<file path="src/rtl/alu_frame_sequencer.sv">
// alu_frame_sequencer
//    Owns a serial mtm_Alu. Takes one (A, B, op) request on a valid/ready
//    port, shifts it out on alu_sin as nine 11-bit packets (8 data + cmd
//    with CRC4), then collects the response frame from alu_sout and presents
//    it on a valid/ready response port. One operation in flight at a time.
//
// Ports
//    clk, rst          clock, async active-high reset
//    req_valid/ready   request handshake (ready only in IDLE)
//    req_a, req_b      32-bit operands
//    req_op            3-bit opcode, passed through unchecked
//    req_crc_inv       invert transmitted CRC (error injection)
//    alu_sin           serial line to ALU, idles high
//    alu_sout          serial line from ALU
//    rsp_valid/ready   response handshake, valid held until ready
//    rsp_result        32-bit result (data frames)
//    rsp_flags         ALU flag nibble
//    rsp_crc           raw CRC3 from ALU control packet
//    rsp_err           ALU returned an error frame
//    rsp_err_flags     error flag bits from the error packet
//    rsp_timeout       no start bit within TIMEOUT_CYCLES idle samples
//
// state      | meaning
// -----------+-----------------------------------------------------------
// S_IDLE     | req_ready high, waiting for a request
// S_SEND     | shifting the 99-bit request frame onto alu_sin
// S_WAIT_RSP | waiting for the first start bit of the response
// S_RECV     | receiving response packets / waiting between packets
// S_DONE     | response presented, waiting for rsp_ready

module alu_frame_sequencer #(
   parameter int TIMEOUT_CYCLES = 1000
) (
   input  logic        clk,
   input  logic        rst,
   input  logic        req_valid,
   output logic        req_ready,
   input  logic [31:0] req_a,
   input  logic [31:0] req_b,
   input  logic [2:0]  req_op,
   input  logic        req_crc_inv,
   output logic        alu_sin,
   input  logic        alu_sout,
   output logic        rsp_valid,
   input  logic        rsp_ready,
   output logic [31:0] rsp_result,
   output logic [3:0]  rsp_flags,
   output logic [2:0]  rsp_crc,
   output logic        rsp_err,
   output logic [5:0]  rsp_err_flags,
   output logic        rsp_timeout
);

   localparam int TW = $clog2(TIMEOUT_CYCLES + 1);
   localparam logic [TW-1:0] TMO_LOAD = TW'(TIMEOUT_CYCLES);

   typedef enum logic [2:0] {
      S_IDLE,
      S_SEND,
      S_WAIT_RSP,
      S_RECV,
      S_DONE
   } state_t;

   state_t        state;
   logic [98:0]   tx_shift;
   logic [6:0]    tx_cnt;
   logic [8:0]    rx_shift;
   logic [3:0]    rx_cnt;
   logic          rx_busy;
   logic [2:0]    pkt_idx;
   logic [TW-1:0] tmo_cnt;
   logic [98:0]   tx_frame;

   // x^4+x+1, init 0, MSB first
   function automatic logic [3:0] crc4(input logic [67:0] d);
      logic [3:0] c;
      logic       fb;
      c = 4'h0;
      for (int i = 67; i >= 0; i--) begin
         fb = c[3] ^ d[i];
         c  = {c[2:0], 1'b0} ^ {2'b00, fb, fb};
      end
      return c;
   endfunction

   function automatic logic [10:0] data_pkt(input logic [7:0] byte_in);
      return {1'b0, 1'b0, byte_in, 1'b1};
   endfunction

   always_comb begin
      logic [3:0] crc;
      crc = crc4({req_b, req_a, 1'b1, req_op}) ^ {4{req_crc_inv}};
      tx_frame = {data_pkt(req_b[31:24]), data_pkt(req_b[23:16]),
                  data_pkt(req_b[15:8]),  data_pkt(req_b[7:0]),
                  data_pkt(req_a[31:24]), data_pkt(req_a[23:16]),
                  data_pkt(req_a[15:8]),  data_pkt(req_a[7:0]),
                  {1'b0, 1'b1, 1'b0, req_op, crc, 1'b1}};
   end

   always_ff @(posedge clk or posedge rst) begin
      if (rst) begin
         state         <= S_IDLE;
         req_ready     <= 1'b1;
         alu_sin       <= 1'b1;
         tx_shift      <= '1;
         tx_cnt        <= '0;
         rx_shift      <= '0;
         rx_cnt        <= '0;
         rx_busy       <= 1'b0;
         pkt_idx       <= '0;
         tmo_cnt       <= TMO_LOAD;
         rsp_valid     <= 1'b0;
         rsp_result    <= '0;
         rsp_flags     <= '0;
         rsp_crc       <= '0;
         rsp_err       <= 1'b0;
         rsp_err_flags <= '0;
         rsp_timeout   <= 1'b0;
      end else begin
         case (state)
            S_IDLE: begin
               if (req_valid) begin
                  tx_shift      <= tx_frame;
                  tx_cnt        <= '0;
                  req_ready     <= 1'b0;
                  rsp_result    <= '0;
                  rsp_flags     <= '0;
                  rsp_crc       <= '0;
                  rsp_err       <= 1'b0;
                  rsp_err_flags <= '0;
                  rsp_timeout   <= 1'b0;
                  state         <= S_SEND;
               end
            end

            S_SEND: begin
               alu_sin  <= tx_shift[98];
               tx_shift <= {tx_shift[97:0], 1'b1};
               tx_cnt   <= tx_cnt + 7'd1;
               if (tx_cnt == 7'd99) begin
                  alu_sin <= 1'b1;
                  tmo_cnt <= TMO_LOAD;
                  rx_busy <= 1'b0;
                  pkt_idx <= '0;
                  state   <= S_WAIT_RSP;
               end
            end

            S_WAIT_RSP, S_RECV: begin
               if (rx_busy) begin
                  rx_shift <= {rx_shift[7:0], alu_sout};
                  rx_cnt   <= rx_cnt + 4'd1;
                  // 10th sample is the stop bit; rx_shift holds type + payload
                  if (rx_cnt == 4'd9) begin
                     rx_busy <= 1'b0;
                     if (pkt_idx == 3'd0 && rx_shift[8]) begin
                        rsp_err       <= 1'b1;
                        rsp_err_flags <= rx_shift[6:1];
                        state         <= S_DONE;
                     end else if (pkt_idx == 3'd4) begin
                        rsp_flags <= rx_shift[6:3];
                        rsp_crc   <= rx_shift[2:0];
                        state     <= S_DONE;
                     end else begin
                        rsp_result <= {rsp_result[23:0], rx_shift[7:0]};
                        pkt_idx    <= pkt_idx + 3'd1;
                     end
                  end
               end else if (!alu_sout) begin
                  rx_busy <= 1'b1;
                  rx_cnt  <= '0;
                  tmo_cnt <= TMO_LOAD;
                  state   <= S_RECV;
               end else if (tmo_cnt == TW'(1)) begin
                  // this idle sample is the TIMEOUT_CYCLES-th in a row
                  rsp_timeout <= 1'b1;
                  state       <= S_DONE;
               end else begin
                  tmo_cnt <= tmo_cnt - TW'(1);
               end
            end

            S_DONE: begin
               if (!rsp_valid) begin
                  rsp_valid <= 1'b1;
               end else if (rsp_ready) begin
                  rsp_valid <= 1'b0;
                  req_ready <= 1'b1;
                  state     <= S_IDLE;
               end
            end

            default: state <= S_IDLE;
         endcase
      end
   end

endmodule

</file>
<file path="config.mk">
export PLATFORM = sky130hd
export DESIGN_NAME = alu_frame_sequencer
export DESIGN_NICKNAME = d
export VERILOG_FILES = /design/src/rtl/alu_frame_sequencer.sv
export SDC_FILE = /design/constraint.sdc
export NUM_CORES = 1
export LEC_CHECK = 0
export CORE_ASPECT_RATIO = 1.1
export CORE_MARGIN = 2
export CORE_UTILIZATION = 56
export DETAILED_ROUTE_END_ITERATION = 10
export GPL_ROUTABILITY_DRIVEN = 0
export GPL_TIMING_DRIVEN = 1
export PLACE_DENSITY_LB_ADDON = 0.05
export SLEW_MARGIN = 20
export SYNTH_ARGS = -nofsm -noshare
export SYNTH_HDL_FRONTEND = slang
export SYNTH_SLANG_ARGS = --single-unit
</file>
<file path="constraint.sdc">
create_clock -name clk -period 8.36 [get_ports clk]
set_input_delay 1.672 -clock clk [delete_from_list [all_inputs] [get_ports clk]]
set_output_delay 1.672 -clock clk [all_outputs]
set_load 0.02 [all_outputs]
</file>
## Yosys cells after proc, flatten, opt, wreduce, memory -nomap -nowiden

Cells that the tools add are included.

- Input port bits: 73
- Flip-flop bits (word level): 186
- Logic and storage cells: 272

- Bitwise gates (word level): 134
- Equal/unequal tests: 26
- Mux-type cells: 71
- Reduce and logical (&&, ||, !) cells: 20
- $add $sub $neg: 4

Operator list:

| operator | number |
|---|---|
| $xor 4x2->4 | 66 |
| $pmux 99 s2 | 1 |
| $mux 32 | 5 |
| $mux 99 | 1 |
| $pmux 32 s2 | 1 |
| $xor 1x1->1 | 64 |
| $mux 3 | 20 |
| $mux 10 | 4 |
| $mux 4 | 7 |
| $ne 2x2->1 const B | 13 |
| $mux 6 | 4 |
| $pmux 10 s2 | 1 |
| $reduce_and 6->1 | 3 |
| $mux 1 | 16 |
| $pmux 7 s2 | 1 |
| $pmux 3 s2 | 2 |
| $pmux 3 s4 | 1 |
| $pmux 6 s2 | 1 |
| $eq 10x1->1 const B | 1 |
| $reduce_and 5->1 | 2 |
| $sub 10x1->10 const B | 1 |
| $ne 4x4->1 const B | 2 |
| $pmux 1 s2 | 4 |
| $pmux 4 s2 | 1 |
| other kinds (22) | 33 |

## Depth between registers and ports, before layout

Gate-level depths: netlist of the first run.

- Word-level depth: 135
- Mapped depth: 10
- Mapped depth without buffers: 10

## Least setup slack after synthesis of the first run

OpenSTA, ideal clock, no wires.

- Path type: input -> register
- Start: input req_b[26]
- End: register tx_shift[3]
- Arrival time: 4.444 ns
- Required time: 8.277 ns
- Library setup time: 0.083 ns
- Setup slack: 3.832 ns
- Stages on the path: 8
- Path buffers: 0
- Path through: xnor3_1 xor2_1 xnor3_2 xnor3_1 xnor3_1 xor2_1 xnor3_1 a221o_1

- Longest elaborated chain between the ends: 87
- Elaborated cells on any way between the ends: 124
- Those cells by class: mux: 2; bitwise: 122

Ends and longest elaborated chain:

| what | line | text |
|---|---|---|
| start, declared | 39 | `input logic [31:0] req_b,` |
| $xor 1x1->1 (*) | 81 | `fb = c[3] ^ d[i];` |
| $xor 4x2->4 (*) (3 in a row) | 82 | `c = {c[2:0], 1'b0} ^ {2'b00, fb, fb};` |
| $xor 1x1->1 / $xor 4x2->4 (equally long branches) | 81, 82 |  |
| $xor 4x2->4 (*) (3 in a row) | 82 |  |
| $xor 1x1->1 / $xor 4x2->4 (equally long branches) | 81, 82 |  |
| $xor 4x2->4 (*) (3 in a row) | 82 |  |
| $xor 1x1->1 / $xor 4x2->4 (equally long branches) | 81, 82 |  |
| $xor 4x2->4 (*) (3 in a row) | 82 |  |
| (+57 left out) | -- |  |
| $xor 4x2->4 (*) (3 in a row) | 82 |  |
| $xor 1x1->1 / $xor 4x2->4 (equally long branches) | 81, 82 |  |
| $xor 4x2->4 (*) (3 in a row) | 82 |  |
| $xor 1x1->1 / $xor 4x2->4 (equally long branches) | 81, 82 |  |
| $xor 4x2->4 (*) (3 in a row) | 82 |  |
| $xor 4x4->4 (*) | 93 | `crc = crc4({req_b, req_a, 1'b1, req_op}) ^ {4{req_crc_inv}};` |
| $mux 99 (*) | 123 | `if (req_valid) begin` |
| $pmux 99 s2 (*) | 121 | `case (state)` |
| end signal, assigned | 124 | `tx_shift <= tx_frame;` |
| end signal, assigned | 139 | `tx_shift <= {tx_shift[97:0], 1'b1};` |
| end, declared | 66 | `logic [98:0] tx_shift;` |

Every way passes the cells marked *; elsewhere a longest branch is shown, timed or not. The select of a mux whose other input is x is not followed.
A chain may end at the register's enable or synchronous reset.

## Worst setup path after layout of the first run

Ends and elaborated chain as after synthesis.

==> flow_summary.json, run 1 <==
{
  "coreArea_um2": 16200,
  "wl_per_cell_um": 16.8,
  "slew_viol_final": 0,
  "wl_um": 21100,
  "grt_max_degree": 108,
  "grt_pass1_vias": 6789,
  "rsz0062_at_grt": "no",
  "portBuffers": 122,
  "vdd_drop_max_mv": 0.250,
  "ctsHoldBuffers": 0,
  "place_area_um2": 10600,
  "yosysMostFrequentCell": "nand2_1",
  "syn_area_um2": 9270,
  "clkSlewWorstSetupHoldPaths_ps": 70,
  "cts_tree": "built",
  "synth_cell_types": 46,
  "io_pins": 123,
  "synth_top_area_share_pct": 30.1,
  "overflow": 0,
  "cp_max_fo": 4,
  "fin_ws_ps": 3520,
  "initial_core_util_pct": 57.0,
  "clock_latency_ps": 440,
  "final.min_clock_period_ps": 4840,
  "ys_seq_elements": 185,
  "relSlewSlack_pct": 35.1,
  "cts-htree-levels": 4,
  "place_ws_ps": 3080,
  "vias_per_cell": 5.49,
  "hold_viol": 0,
  "drive_above_1_share_pct": 16.5,
  "grt_usage_pct": 24.8,
  "leakagePower_nw": 4.78,
  "cts_buffer_depth": 2,
  "die-area_um2": 17600,
  "finalSetupViolCount": 0,
  "die_y_um": 139,
  "fmax_mhz": 207,
  "worst_ep_required_time_ps": 8720,
  "synth_warnings": 0,
  "syn_nets": 1021,
  "antenna_found_initial": 0,
  "clock_sinks": 185,
  "startpoint_type": "input port",
  "area_growth_pct": 21.5,
  "syn_inst": 941,
  "skew_ps": 7.32,
  "cts_setup_buffers": 0,
  "drt_pre_antenna_iters": 5,
  "nets": 1119,
  "crit_type": "input port to register",
  "yosys-top-cells-area": "dfstp_2 30%, dfrtp_1 21%, nand2_1 9.8%",
  "maxCapViolations": 0,
  "cts_resized": 0,
  "grt_pass1_wl_um": 35000,
  "crit_arrival_ps": 5210,
  "vias": 6890,
  "synth_ff_type": "dfstp_2",
  "die_w_um": 127,
  "hold_slack_ps": 460,
  "detail-route-antenna-nets": 0,
  "root_buffer": "clkbuf_16",
  "rows": 49,
  "yosysTopAreaCell": "dfstp_2",
  "min_period_over_period_pct": 57.9,
  "outcome": "completed",
  "antenna_cells": 0,
  "ys_seq_area_share_pct": 51.4,
  "cp-end-kind": "register",
  "hp-class": "register to register",
  "synth_commonest_cells": "243 x nand2_1, 106 x dfstp_2, 89 x o21ai_0",
  "drc": 0,
  "final_area_um2": 11300,
  "timing_worst_slew_pin_value_ps": 973,
  "power_density_nw_per_um2": 408,
  "ys_async_sr_fraction_pct": 100,
  "syn_avg_cell_area_um2": 9.85,
  "drt-initial-drc-count": 439,
  "dpl.hpwl_um": 13900,
  "tns_ps": 0,
  "numCtsBuffers": 17,
  "synth_edf_count": 0
}
[state kept, by name (all words and copies together) (netlist names), 3 cells and up]
register,cells
rx_shift,9
state,3
rsp_crc,3
tmo_cnt,10
tx_cnt,7
rsp_flags,4
rx_cnt,4
rsp_err_flags,6
pkt_idx,3
rsp_result,32
tx_shift,98
[worst paths after layout]
check                                               from                    endpoint  slack, ps  cells after the start
worst max-delay path                           req_b[26]     tx_shift[3]$_DFFE_PP1P_       3520                      9
min in group asynchronous                            rst  rsp_result[26]$_DFFE_PP0P_       1840                      2
worst min-delay path            tx_shift[56]$_DFFE_PP1P_    tx_shift[56]$_DFFE_PP1P_        460                      2
worst min register to register  tx_shift[56]$_DFFE_PP1P_    tx_shift[56]$_DFFE_PP1P_        460                      2
worst max register to register      state[1]$_DFFE_PP0P_        state[0]$_DFFE_PP0P_       5340                      9
max in group asynchronous                            rst       tx_cnt[0]$_DFFE_PP0P_       4950                      3
[per-stage QoR]
step                      util [%]  instances  power [mW]
after floorplan                  -        941        3.26
after CTS                     69.3       1256        4.63
after global placement        65.5       1224        3.73
after detailed placement      65.5       1224        3.78
final                         69.3       1256        4.60
after global routing          69.3       1256        4.93
[routing by layer]
metal  GRT usage (%)  wire [um]  vias to the layer above
met2            39.9      10500                      132
met3            5.21        883                       26
met1            33.9       9370                     3364
met4            8.04        404                        0
li1                -          -                     3368
met5               0          0                        -
[layout by cell type (no fill, tap or decap), drive strengths merged, types with 2 or more instances in the layout]
cell and instances:
nand2 243, clkdlybuf4s50 122, dfstp 106, o21ai 89, dfrtp 79, nor2 73
xnor2 68, a22oi 55, xnor3 24, xor2 21, a21oi 19, clkbuf 17
o22ai 16, inv 15, nor3 11, mux2 9, buf 9, nand3 8
ha 7, clkinv 7, a31oi 6, nand2b 5, a21o 5, or2 4
a22o 4, o31ai 3, or3 3, and2 2, and3 2, nor4 2
o211ai 2, bufinv 2
[worst max-delay path, cell delays in order]
cell	delay, ps
clkdlybuf4s50_1	560
xnor3_1	470
xor2_1	340
xnor3_2	430
xnor3_1	380
xnor3_1	390
xor2_1	200
xnor3_1	420
a221o_1	320
[report_power, final]
| group | internal [mW] | total [mW] | switching (mW) |
|---|---|---|---|
| Sequential | 1.40 | 1.63 | 0.225 |
| Combinational | 1.03 | 2.14 | 1.11 |
| Clock | 0.453 | 0.830 | 0.378 |
| Total | 2.88 | 4.60 | 1.71 |
[cell type report]
cell class | instances | area, um^2
Fill cell | 1261 | 4990
Sequential cell | 185 | 4760
Multi-Input combinational cell | 694 | 4300
Timing Repair Buffer | 131 | 1290
Clock buffer | 17 | 425
Tap cell | 204 | 255
Clock inverter | 15 | 188
Inverter | 10 | 42.5
[cells by family after synthesis]
group	after synthesis	synth area share [%]
and+or+nand+nor	359	15.6
AOI/OAI and AO/OA	204	13.4
DFF	185	51.4
xor gates and xnor gates	114	14.9
buffers and inverters	62	2.52
muxes	10	1.20
adders and majority gates	7	0.945
(Power assumes the default switching activity.)
==> run 2: changes to the inputs <==
- CORE_UTILIZATION: 56 -> 50
- clock period: 8.36 -> 4 ns (I/O delays scaled with it)
==> run 2 against run 1 <==
Net effect:
- die area increased by 12%
- clock-buffer cell count rose by 1
- critical path depth stayed put
- core utilization decreased by 5.8 points
- sequential power increased by 110%
- non-clock buffer count is 39 higher
- critical endpoint unchanged
==> flow_summary.json, run 2 (synthesis results as in run 1) <==
{
  "outcome": "completed",
  "reg_top3": "tx_shift x98, rsp_result x32, tmo_cnt x10",
  "cts_setup_buffers": 0,
  "rows": 52,
  "overflow": 0,
  "antenna_found_initial": 0,
  "root_buffer": "clkbuf_16",
  "hp-class": "register to register",
  "startpoint_type": "input port",
  "finalSetupViolCount": 0,
  "maxCapViolations": 0,
  "final_core_util_pct": 63.5,
  "vdd_drop_max_mv": 0.458,
  "clock_latency_ps": 430,
  "antenna_cells": 0,
  "nets": 1158,
  "fmax_mhz": 266,
  "cp-end-kind": "register",
  "cts-htree-levels": 4,
  "vias": 6928,
  "final_common_cell": "nand2_1",
  "die_y_um": 147,
  "grt_max_degree": 94,
  "timing_worst_slew_pin_value_ps": 798,
  "numCtsBuffers": 17,
  "wl_per_cell_um": 16.3,
  "crit_arrival_ps": 4120,
  "die-area_um2": 19600,
  "skew_ps": 11.6,
  "reg2reg_from": "state[1]$_DFFE_PP0P_",
  "cts_resized": 0,
  "cp_max_fo": 2,
  "wl_um": 21700,
  "relSlewSlack_pct": 46.8,
  "timing.rr.end": "state[2]$_DFFE_PP0P_",
  "power_density_nw_per_um2": 857,
  "leakagePower_nw": 4.96,
  "grt_pass1_vias": 6951,
  "grt_usage_pct": 23.2,
  "layout_common_cells": "243 x nand2_1, 122 x clkdlybuf4s50_1, 106 x dfstp_2, 89 x o21ai_0, 79 x dfrtp_1",
  "clock_sinks": 185,
  "crit_type": "input port to register",
  "finalPower_mw": 9.95,
  "clkSlewWorstSetupHoldPaths_ps": 70,
  "portBuffers": 122,
  "ctsHoldBuffers": 0,
  "rsz0062_at_grt": "no",
  "drt-initial-drc-count": 308,
  "cts_buffer_depth": 2,
  "min_period_over_period_pct": 94.0,
  "detail-route-antenna-nets": 0,
  "drt_pre_antenna_iters": 6,
  "min-delay-start": "tx_shift[6]$_DFFE_PP1P_",
  "initial_core_util_pct": 50.7,
  "reg2reg_depth": 9,
  "hold_viol": 0,
  "final.min_clock_period_ps": 3760,
  "largest-register": "tx_shift",
  "cts_tree": "built",
  "dpl.hpwl_um": 14700,
  "worst_ep_required_time_ps": 4360,
  "coreArea_um2": 18300,
  "drc": 0,
  "die_w_um": 134,
  "drive_above_1_share_pct": 19.5,
  "r2r_slack_ps": 1620,
  "vias_per_cell": 5.19,
  "grt_pass1_wl_um": 36000,
  "area_growth_pct": 25.3,
  "min_to": "tx_shift[6]$_DFFE_PP1P_",
  "hold_depth": 2,
  "largest_register_ffs": 98,
  "slew_viol_final": 0,
  "io_pins": 123
}
run 2: cell count changes in the layout (fill, tap and decap cells not counted), moves of 2 or more:
cell	before	now
inv_6	6	4
clkinvlp_4	1	4
buf_4	9	46
buf_12	0	2
clkinv_4	5	2
inv_8	0	2
run 2: worst max-delay path by stage:
stage | startpoint | end | depth (start not counted)
2_1_floorplan | req_b[26] | tx_shift[3]$_DFFE_PP1P_ | 8
3_3_place_gp | req_b[30] | tx_shift[3]$_DFFE_PP1P_ | 9
3_5_place_dp | req_b[26] | tx_shift[3]$_DFFE_PP1P_ | 10
4_1_cts | req_b[26] | tx_shift[3]$_DFFE_PP1P_ | 10
5_1_grt | req_b[26] | tx_shift[3]$_DFFE_PP1P_ | 10
6_report | req_b[30] | tx_shift[3]$_DFFE_PP1P_ | 9
run 2: final cells by class:
type	count	area [um^2]
tap	243	304
multi-input combinational	694	4300
sequential	185	4760
fill	1559	6670
clock inverter	14	160
inverter	10	41.3
clock buffer	18	439
timing repair buffer	170	1610
run 2: through the flow:
stage	area, um^2	hold WS (ps)	instances	TNS [ps]	setup slack [ps]
2_1_floorplan	9270	437	941	0	344
3_3_place_gp	11000	446	1302	-202	-133
3_5_place_dp	11000	448	1302	-324	-173
4_1_cts	11600	461	1334	0	229
5_1_grt	11600	468	1334	0	80.2
6_report	11600	459	1334	0	238
run 2: metal layers:
layer / share of wire [%] / wire length [um] / track usage, % / up-vias
li1: - / - / - / 3443
met1: 46 / 9950 / 31.1 / 3344
met2: 49 / 10600 / 38.0 / 127
met3: 4.6 / 996 / 5.38 / 14
met4: 1.0 / 222 / 6.12 / 0
met5: 0 / 0 / 0 / -
run 2: power breakdown:
part / internal (mW) / switching (mW) / leakage, nW
Clock: 0.904 / 0.788 / 0.284
Sequential: 2.94 / 0.474 / 2.17
Combinational: 2.44 / 2.40 / 2.51
run 2: worst max-delay path: stages:
cell and delay (ps):
clkdlybuf4s50_1 480, xnor3_2 430, xnor3_2 420, xnor3_2 250, xnor3_1 370, xnor3_1 390
xor2_1 220, xnor3_1 440, a221o_1 320
